<file path="src/rtl/fft_block_loader.sv">
// rtl/fft_block_loader.sv - serial-to-8-lane block assembler for the twiddle stage
// Collects eight samples per block and presents them with a one-cycle strobe and twiddle step index.
module fft_block_loader #(
  parameter int WIDTH        = 16,
  parameter int FRAME_BLOCKS = 8
) (
  input  logic                 clk,
  input  logic                 rst,
  input  logic                 in_valid,
  input  logic                 in_sop,
  input  logic [WIDTH-1:0]     in_re,
  input  logic [WIDTH-1:0]     in_im,
  output logic [8*WIDTH-1:0]   out_x,
  output logic [8*WIDTH-1:0]   out_xi,
  output logic [5:0]           out_start,
  output logic [5:0]           out_step,
  output logic                 out_valid,
  output logic                 out_last,
  output logic                 err_align
);

  localparam int            BW       = (FRAME_BLOCKS > 1) ? $clog2(FRAME_BLOCKS) : 1;
  localparam logic [BW-1:0] BLK_LAST = BW'(FRAME_BLOCKS - 1);

  logic [2:0]         lane_cnt_q, lane_cnt_d;
  logic [BW-1:0]      blk_cnt_q, blk_cnt_d;
  logic [8*WIDTH-1:0] coll_re_q, coll_re_d;
  logic [8*WIDTH-1:0] coll_im_q, coll_im_d;
  logic [8*WIDTH-1:0] out_x_q, out_x_d;
  logic [8*WIDTH-1:0] out_xi_q, out_xi_d;
  logic [5:0]         out_step_q, out_step_d;
  logic               out_valid_q, out_valid_d;
  logic               out_last_q, out_last_d;
  logic               err_align_q, err_align_d;

  always_comb begin
    lane_cnt_d  = lane_cnt_q;
    blk_cnt_d   = blk_cnt_q;
    coll_re_d   = coll_re_q;
    coll_im_d   = coll_im_q;
    out_x_d     = out_x_q;
    out_xi_d    = out_xi_q;
    out_step_d  = out_step_q;
    out_last_d  = out_last_q;
    out_valid_d = 1'b0;
    err_align_d = 1'b0;

    if (in_valid && in_sop) begin
      // Realign beats block completion: a sop on lane 7 starts a new block 0 without a strobe.
      coll_re_d[0 +: WIDTH] = in_re;
      coll_im_d[0 +: WIDTH] = in_im;
      lane_cnt_d  = 3'd1;
      blk_cnt_d   = '0;
      err_align_d = (lane_cnt_q != 3'd0) || (blk_cnt_q != '0);
    end else if (in_valid) begin
      coll_re_d[int'(lane_cnt_q)*WIDTH +: WIDTH] = in_re;
      coll_im_d[int'(lane_cnt_q)*WIDTH +: WIDTH] = in_im;
      lane_cnt_d = lane_cnt_q + 3'd1;
      if (lane_cnt_q == 3'd7) begin
        // Current sample bypasses the collection register straight into lane 7.
        out_x_d     = {in_re, coll_re_q[7*WIDTH-1:0]};
        out_xi_d    = {in_im, coll_im_q[7*WIDTH-1:0]};
        out_step_d  = 6'(blk_cnt_q);
        out_last_d  = (blk_cnt_q == BLK_LAST);
        out_valid_d = 1'b1;
        blk_cnt_d   = (blk_cnt_q == BLK_LAST) ? '0 : blk_cnt_q + BW'(1);
      end
    end
  end

  always_ff @(posedge clk or posedge rst) begin
    if (rst) begin
      lane_cnt_q  <= '0;
      blk_cnt_q   <= '0;
      coll_re_q   <= '0;
      coll_im_q   <= '0;
      out_x_q     <= '0;
      out_xi_q    <= '0;
      out_step_q  <= '0;
      out_last_q  <= 1'b0;
      out_valid_q <= 1'b0;
      err_align_q <= 1'b0;
    end else begin
      lane_cnt_q  <= lane_cnt_d;
      blk_cnt_q   <= blk_cnt_d;
      coll_re_q   <= coll_re_d;
      coll_im_q   <= coll_im_d;
      out_x_q     <= out_x_d;
      out_xi_q    <= out_xi_d;
      out_step_q  <= out_step_d;
      out_last_q  <= out_last_d;
      out_valid_q <= out_valid_d;
      err_align_q <= err_align_d;
    end
  end

  assign out_x     = out_x_q;
  assign out_xi    = out_xi_q;
  assign out_start = 6'd0;
  assign out_step  = out_step_q;
  assign out_valid = out_valid_q;
  assign out_last  = out_last_q;
  assign err_align = err_align_q;

endmodule

</file>
<file path="config.mk">
export PLATFORM = sky130hd
export DESIGN_NAME = fft_block_loader
export DESIGN_NICKNAME = d
export VERILOG_FILES = /design/src/rtl/fft_block_loader.sv
export SDC_FILE = /design/constraint.sdc
export NUM_CORES = 1
export LEC_CHECK = 0
export BUFFER_PORTS_ARGS = -buffer_cell sky130_fd_sc_hd__buf_4
export CAP_MARGIN = 10
export CORE_ASPECT_RATIO = 0.75
export CORE_MARGIN = 1.5
export CORE_UTILIZATION = 54
export CTS_BUF_LIST = sky130_fd_sc_hd__clkbuf_16
export DETAILED_ROUTE_END_ITERATION = 6
export HOLD_SLACK_MARGIN = 0.1
export PLACE_DENSITY = 0.81
export SLEW_MARGIN = 20
export SYNTH_ARGS = -nofsm -noshare
export SYNTH_HDL_FRONTEND = slang
export SYNTH_SLANG_ARGS = --single-unit
export TNS_END_PERCENT = 100
</file>
<file path="constraint.sdc">
create_clock -name clk -period 38.4 [get_ports clk]
set_clock_uncertainty 0.1 [all_clocks]
set_input_delay 0 -clock clk [delete_from_list [all_inputs] [get_ports clk]]
set_output_delay 0 -clock clk [all_outputs]
set_load 0.005 [all_outputs]
</file>
==> results of run 1 <==
-- cell type report --
cell class,instances,area [µm²]
antenna,2,5.00
clock buffer,47,1180
sequential,492,12300
timing repair buffer,345,2680
inverter,111,429
tap,457,572
multi-input combinational,649,6170
fill,2437,11300
clock inverter,37,313
-- state kept, by name (all words and copies together) (netlist names) --
register and count:
blk_cnt_q 3, coll_im_q 112, coll_re_q 112, err_align 1, lane_cnt_q 3, out_last 1, out_step 3, out_valid 1
out_x 128, out_xi 128
-- where the power goes --
part           total, mW  switching (mW)  internal [mW]
registers          0.798          0.0995          0.698
clock network      0.456           0.195          0.262
logic              0.391           0.161          0.230
-- kinds of logic after synthesis --
| logic type | after synthesis | share of synthesized area (%) |
|---|---|---|
| AND/OR/NAND/NOR | 138 | 3.37 |
| flip-flops | 492 | 63.9 |
| other | 1 | 0.0195 |
| multiplexers | 478 | 27.3 |
| adder cells (fa/ha/maj) | 7 | 0.455 |
| AO/OA/AOI/OAI | 17 | 0.526 |
| buffers and inverters | 188 | 4.36 |
-- path summary, 6_finish.rpt --
| check | endpoint | cells past startpoint | from |
|---|---|---|---|
| worst max-delay path | coll_im_q[64]$_DFFE_PP0P_ | 6 | lane_cnt_q[0]$_DFFE_PP0P_ |
| min in group clk | lane_cnt_q[1]$_DFFE_PP0P_ | 3 | in_valid |
| worst max register to register | coll_im_q[64]$_DFFE_PP0P_ | 6 | lane_cnt_q[0]$_DFFE_PP0P_ |
| worst min-delay path | out_xi[111]$_DFFE_PP0P_ | 3 | rst |
| max in group asynchronous | out_x[73]$_DFFE_PP0P_ | 6 | rst |
| worst min register to register | coll_im_q[45]$_DFFE_PP0P_ | 1 | coll_im_q[45]$_DFFE_PP0P_ |
-- Yosys cell counts (2+ instances only) --
cell type,n
inv_1,110
nor3b_1,2
nor2b_1,13
buf_6,5
nand4_1,6
clkbuf_1,17
dfrtp_1,492
nand2_1,103
buf_2,44
buf_4,11
o21ai_0,9
mux2i_1,96
mux2_1,28
mux2_2,354
o22ai_1,3
nor2_1,2
ha_1,7
-- critical path, delay by kind of cell, from the launching register on --
kind,cells,cell delay (ps)
adder cells (fa/ha/maj),2,1130
buffers and inverters,1,90
multiplexers,1,620
flip-flops,1,660
AND/OR/NAND/NOR,2,1570
-- per-layer routing --
metal,wire length [µm],part of all wire (%),track usage (%)
met1,21100,45,36.4
met4,1240,2.7,7.59
met2,21700,47,40.1
met3,2530,5.4,5.63
met5,0,0,0
==> metrics.md, run 1 <==
| Metric | Value |
|---|---|
| GRT overflow | `0` |
| Setup tns final | `0 ps` |
| Area after DPL | `21800 µm²` |
| Yosys reg bits | `roughly 500` |
| Post-Place Worst Slack | `33730 ps` |
| Max Cap Violations | `0` |
| Power Dens Cells | `69.6 nW/µm²` |
| DR vias | `11434` |
| Commonest non-fill, non-tap cell in the layout | `dfrtp_1` |
| Die width | `221 µm` |
| Tot Pwr | `between 1.5 and 2 mW` |
| Post-Synthesis Cells | `about 1300` |
| Critical path arrival | `4640 ps` |
| YS warnings | `0` |
| DR vias/cell | `5.34` |
| Hold Path Class | `primary input to async pin` |
| Max frequency | `232 MHz` |
| Slowest stage cell, crit path | `ha_1` |
| Static leakage | `12.4 nW` |
| Hold slack | `-25.5 ps` |
| Placed insts | `2018` |
| Number of antenna violations at the first check in global routing | `4` |
| Final setup viols | `0` |
| Setup WS post-layout | `34090 ps` |
| # IOs | `just over 300` |
| Cell Area, Synth | `19300 µm²` |
| CP Cell Sequence | `inv_1, ha_1, ha_1, nor2b_2, nand3_2, mux2_1` |
| Commonest non-fill, non-tap cells in the layout | `dfrtp_1 (492), mux2_2 (354), buf_4 (309)` |
| Initial DRC Count | `between 800 and 900` |
| Yosys top cell area share | `a little under two thirds` |
| Register area share after synthesis | `63.9%` |
| Main synth FF type | `dfrtp_1` |
| 1st-pass router iterations | `7` |
| Relative slew margins | `26.3%` |
| Area leader, netlist | `dfrtp_1` |
| Root buf cell | `clkbuf_16` |
| Row count | `59` |
| Worst EP required | `about 39000 ps` |
| R2R setup slack | `34090 ps` |
| Final Hold Violating Endpoints | `7` |
| CP Capture Type | `register` |
| Residual DRC | `28` |
| Clk_lat worst skew | `560 ps` |
| Final WL | `46600 µm` |
| Die Height | `about 170 µm` |
| Number of flops mapped to enable cells by yosys | `0` |
| Core Area | `34900 µm²` |
| CTS tree | `yes` |
| Vias in the first global route | `12205` |
| PostCTS Resize Cnt | `0` |
| Peak VDD IR | `0.0493 mV` |
| FFs w/ async S/R, synth | `100%` |
| Clock sink total | `492` |
| Final Util | `roughly two thirds` |
| Finished Cell Area | `23700 µm²` |
| Worst-case clock buffer depth | `3` |
| Worst-path clk slew | `70 ps` |
| Initial Utilization | `a little under three fifths` |
| Post-CTS Setup Inserts | `0` |
| Post-DRT Antenna Nets | `0` |
| First-pass GRT wire length | `between 70000 and 80000 µm` |
| Hold-fix buffers, CTS | `36` |
| Die area | `36800 µm²` |
| Syn avg cell area | `14.6 µm²` |
| Worst setup SP type | `register` |
| CTS buffer count | `46` |
| Worst Path Max Fanout | `32` |
| Post-route insts no fill | `between 2000 and 2500` |
| Max Slew Vio Count | `0` |
| Failing checks | `design-rule violations, negative hold slack` |
| Tcrit/Tclk final | `11.2%` |
| CP max stage delay | `910 ps` |
| Most common cell on crit path | `ha_1` |
| Post-DP HPWL | `approximately 30000 µm` |
| Port Buffers | `297` |
| Layout net count | `1688` |
| GPL Wtd Cong | `0.767` |
| H-tree depth | `2` |
| Status | `finished with violations` |
| Syn-to-layout area delta | `22.9%` |
| RSZ-0062 raised after global routing | `no` |
| Avg WL per Cell | `21.8 µm` |
| Post-synth cell types | `36` |
| Worst slew pin tran | `approximately 1100 ps` |
| Worst Setup Path Type | `register to register` |
| Top cells by area, synth | `dfrtp_1 (64%), mux2_2 (21%), mux2i_1 (5.0%)` |
| Ratio of cells with drive above 1 in the final layout | `44.0%` |
| Largest net degree at the start of global routing | `149` |
| Tot GR Track Use | `25.7%` |
| Final min period | `between 4000 and 5000 ps` |
Note: power is estimated with default switching activity, not from simulation.
==> run 2: changes to the inputs <==
- ABC_AREA: unset -> 1
- CORE_UTILIZATION: 54 -> 51
- PLACE_DENSITY: 0.81 -> 0.8
- clock period: 38.4 -> 3.59 ns (I/O delays scaled with it)
==> metrics.md, run 2 <==
| Metric | Value |
|---|---|
| Initial DRC Count | `1598` |
| Tot GR Track Use | `roughly 28%` |
| Final Hold Violating Endpoints | `0` |
| GRT overflow | `0` |
| Die area | `40100 µm²` |
| Area after DPL | `22300 µm²` |
| Most frequent cell after synthesis | `nand2_1` |
| Final WL | `55900 µm` |
| CTS tree | `yes` |
| GPL Wtd Cong | `0.866` |
| First-pass GRT wire length | `89000 µm` |
| RSZ-0062 raised after global routing | `no` |
| CP max stage delay | `770 ps` |
| Placed insts | `2956` |
| Core Area | `38300 µm²` |
| DR vias | `16312` |
| 1st-pass router iterations | `5` |
| Yosys top cell area share | `62.1%` |
| Row count | `62` |
| CP Cell Sequence | `inv_4, ha_1, ha_1, nor3_1, nand2_2, buf_4, nand3_1, nand2_1, dlygate4sd3_1` |
| Top delay family on crit path | `buffers and inverters` |
| CP Capture Type | `register` |
| Worst setup SP type | `register` |
| Initial Utilization | `51.7%` |
| Avg WL per Cell | `18.1 µm` |
| Post-route insts no fill | `3082` |
| Number of antenna violations at the first check in global routing | `1` |
| Status | `finished, final reports clean` |
| Syn-to-layout area delta | `22.1%` |
| Worst Setup Path Type | `register to register` |
| Main synth FF type | `dfrtp_1` |
| Worst Path Max Fanout | `32` |
| Post-synth cell types | `31` |
| Top cells by area, synth | `dfrtp_1 (62%), nand2_1 (20%), o21ai_0 (4.6%)` |
| Clock sink total | `about 500` |
| Finished Cell Area | `24200 µm²` |
| Worst slew pin tran | `1110 ps` |
| YS warnings | `0` |
| Root buf cell | `clkbuf_16` |
| Port Buffers | `297` |
| Final min period | `3330 ps` |
| Ratio of cells with drive above 1 in the final layout | `16.9%` |
| Setup WS post-layout | `256 ps` |
| Worst-case clock buffer depth | `3` |
| Power Dens Cells | `~660 nW/µm²` |
| Layout net count | `2576` |
| Critical path arrival | `3730 ps` |
| Worst-path clk slew | `~60 ps` |
| Max Cap Violations | `0` |
| Post-Place Worst Slack | `535 ps` |
| Final setup viols | `0` |
| DR vias/cell | `around 5.3` |
| Relative slew margins | `25.3%` |
| Max frequency | `300 MHz` |
| Post-Synthesis Cells | `2245` |
| Commonest non-fill, non-tap cell in the layout | `nand2_1` |
| Largest net degree at the start of global routing | `194` |
| Yosys reg bits | `492` |
| H-tree depth | `2` |
| Final Util | `63.2%` |
| Register area share after synthesis | `62.1%` |
| Max Slew Vio Count | `0` |
| Die width | `approximately 230 µm` |
| FFs w/ async S/R, synth | `100%` |
| Clk_lat worst skew | `560 ps` |
| Syn avg cell area | `8.83 µm²` |
| Hold Path Class | `primary input to register` |
| Critical path buffer and inverter count | `3` |
| CTS buffer count | `48` |
| Most common cell on crit path | `ha_1` |
| Area leader, netlist | `dfrtp_1` |
| Setup tns final | `0 ps` |
| Cell Area, Synth | `19800 µm²` |
| Number of flops mapped to enable cells by yosys | `0` |
| Slowest stage cell, crit path | `ha_1` |
| Tot Pwr | `between 15 and 20 mW` |
| Peak VDD IR | `0.390 mV` |
| Worst EP required | `3990 ps` |
| Post-DRT Antenna Nets | `0` |
| Die Height | `174 µm` |
| Hold slack | `154 ps` |
| Vias in the first global route | `16152` |
| Static leakage | `about 13 nW` |
| Synth cell count leaders | `nand2_1 (1071), dfrtp_1 (492), o21ai_0 (184), inv_1 (84), nand3_1 (76)` |
| Post-DP HPWL | `about 37000 µm` |
| # IOs | `between 300 and 400` |
| R2R setup slack | `260 ps` |
| Commonest non-fill, non-tap cells in the layout | `nand2_1 (1071), dfrtp_1 (492), buf_4 (325)` |
| Tcrit/Tclk final | `between 90% and 100%` |
| Residual DRC | `0` |
run 2: changes by cell type after synthesis, sizes merged, moves of 18 or more:
cell,before,now
o21bai,0,32
nor2,2,81
nand2,103,1078
mux2,382,0
inv,111,93
buf,60,98
mux2i,96,0
o21ai,9,212
nand3,2,80
clkbuf,17,43
run 2: area by class of cell:
cell class	count	area, µm²
Antenna cell	1	2.50
Clock buffer	49	1230
Clock inverter	37	236
Fill cell	3173	14100
Inverter	94	367
Multi-Input combinational cell	1526	6450
Sequential cell	492	12300
Tap cell	512	641
Timing Repair Buffer	371	2970
run 2: layer usage:
metal  part of all wire, %  track usage (%)  wire (µm)
met1                    45             41.7      25400
met2                    44             41.9      24900
met3                   6.8             5.16       3820
met4                   3.3             10.1       1850
met5                     0                0          0
run 2: power breakdown:
part / leakage (nW) / total, mW / internal (mW) / switching [mW]
Sequential: 6.64 / 7.51 / 6.80 / 0.707
Clock: 0.738 / 4.75 / 2.62 / 2.13
Combinational: 5.73 / 3.74 / 1.44 / 2.30
Total: 13.1 / 16.0 / 10.9 / 5.13
run 2: worst register-to-register path: stages (launching register included):
cell	delay, ps
dfrtp_1	590
inv_4	190
ha_1	250
ha_1	770
nor3_1	140
nand2_2	120
buf_4	340
nand3_1	130
nand2_1	90
dlygate4sd3_1	540
run 2: logic make-up after synthesis:
| logic type | after synthesis | synth area share [%] |
|---|---|---|
| fa+ha+maj | 7 | 0.442 |
| buf+inv | 235 | 5.52 |
| compound gates | 246 | 6.64 |
| other cells | 1 | 0.0189 |
| flops | 492 | 62.1 |
| simple gates | 1264 | 25.2 |
run 2: final timing paths:
path / endpoint / start / depth (start not counted)
max reg2reg: coll_re_q[9]$_DFFE_PP0P_ / lane_cnt_q[0]$_DFFE_PP0P_ / 9
max: coll_re_q[9]$_DFFE_PP0P_ / lane_cnt_q[0]$_DFFE_PP0P_ / 9
min reg2reg: out_xi[38]$_DFFE_PP0P_ / coll_im_q[38]$_DFFE_PP0P_ / 2
max in group asynchronous: out_x[39]$_DFFE_PP0P_ / rst / 5
min: coll_re_q[12]$_DFFE_PP0P_ / in_re[12] / 4
min in group asynchronous: out_x[22]$_DFFE_PP0P_ / rst / 4
run 2: repair_timing:
| item | CTS | global route |
|---|---|---|
| hold endpoints to repair | 634 | 0 |
| setup buffers | 0 | 0 |
| resized for setup | 0 | 1 |
| endpoints found under the setup margin | 0 | 2 |
| hold buffers | 39 | 0 |
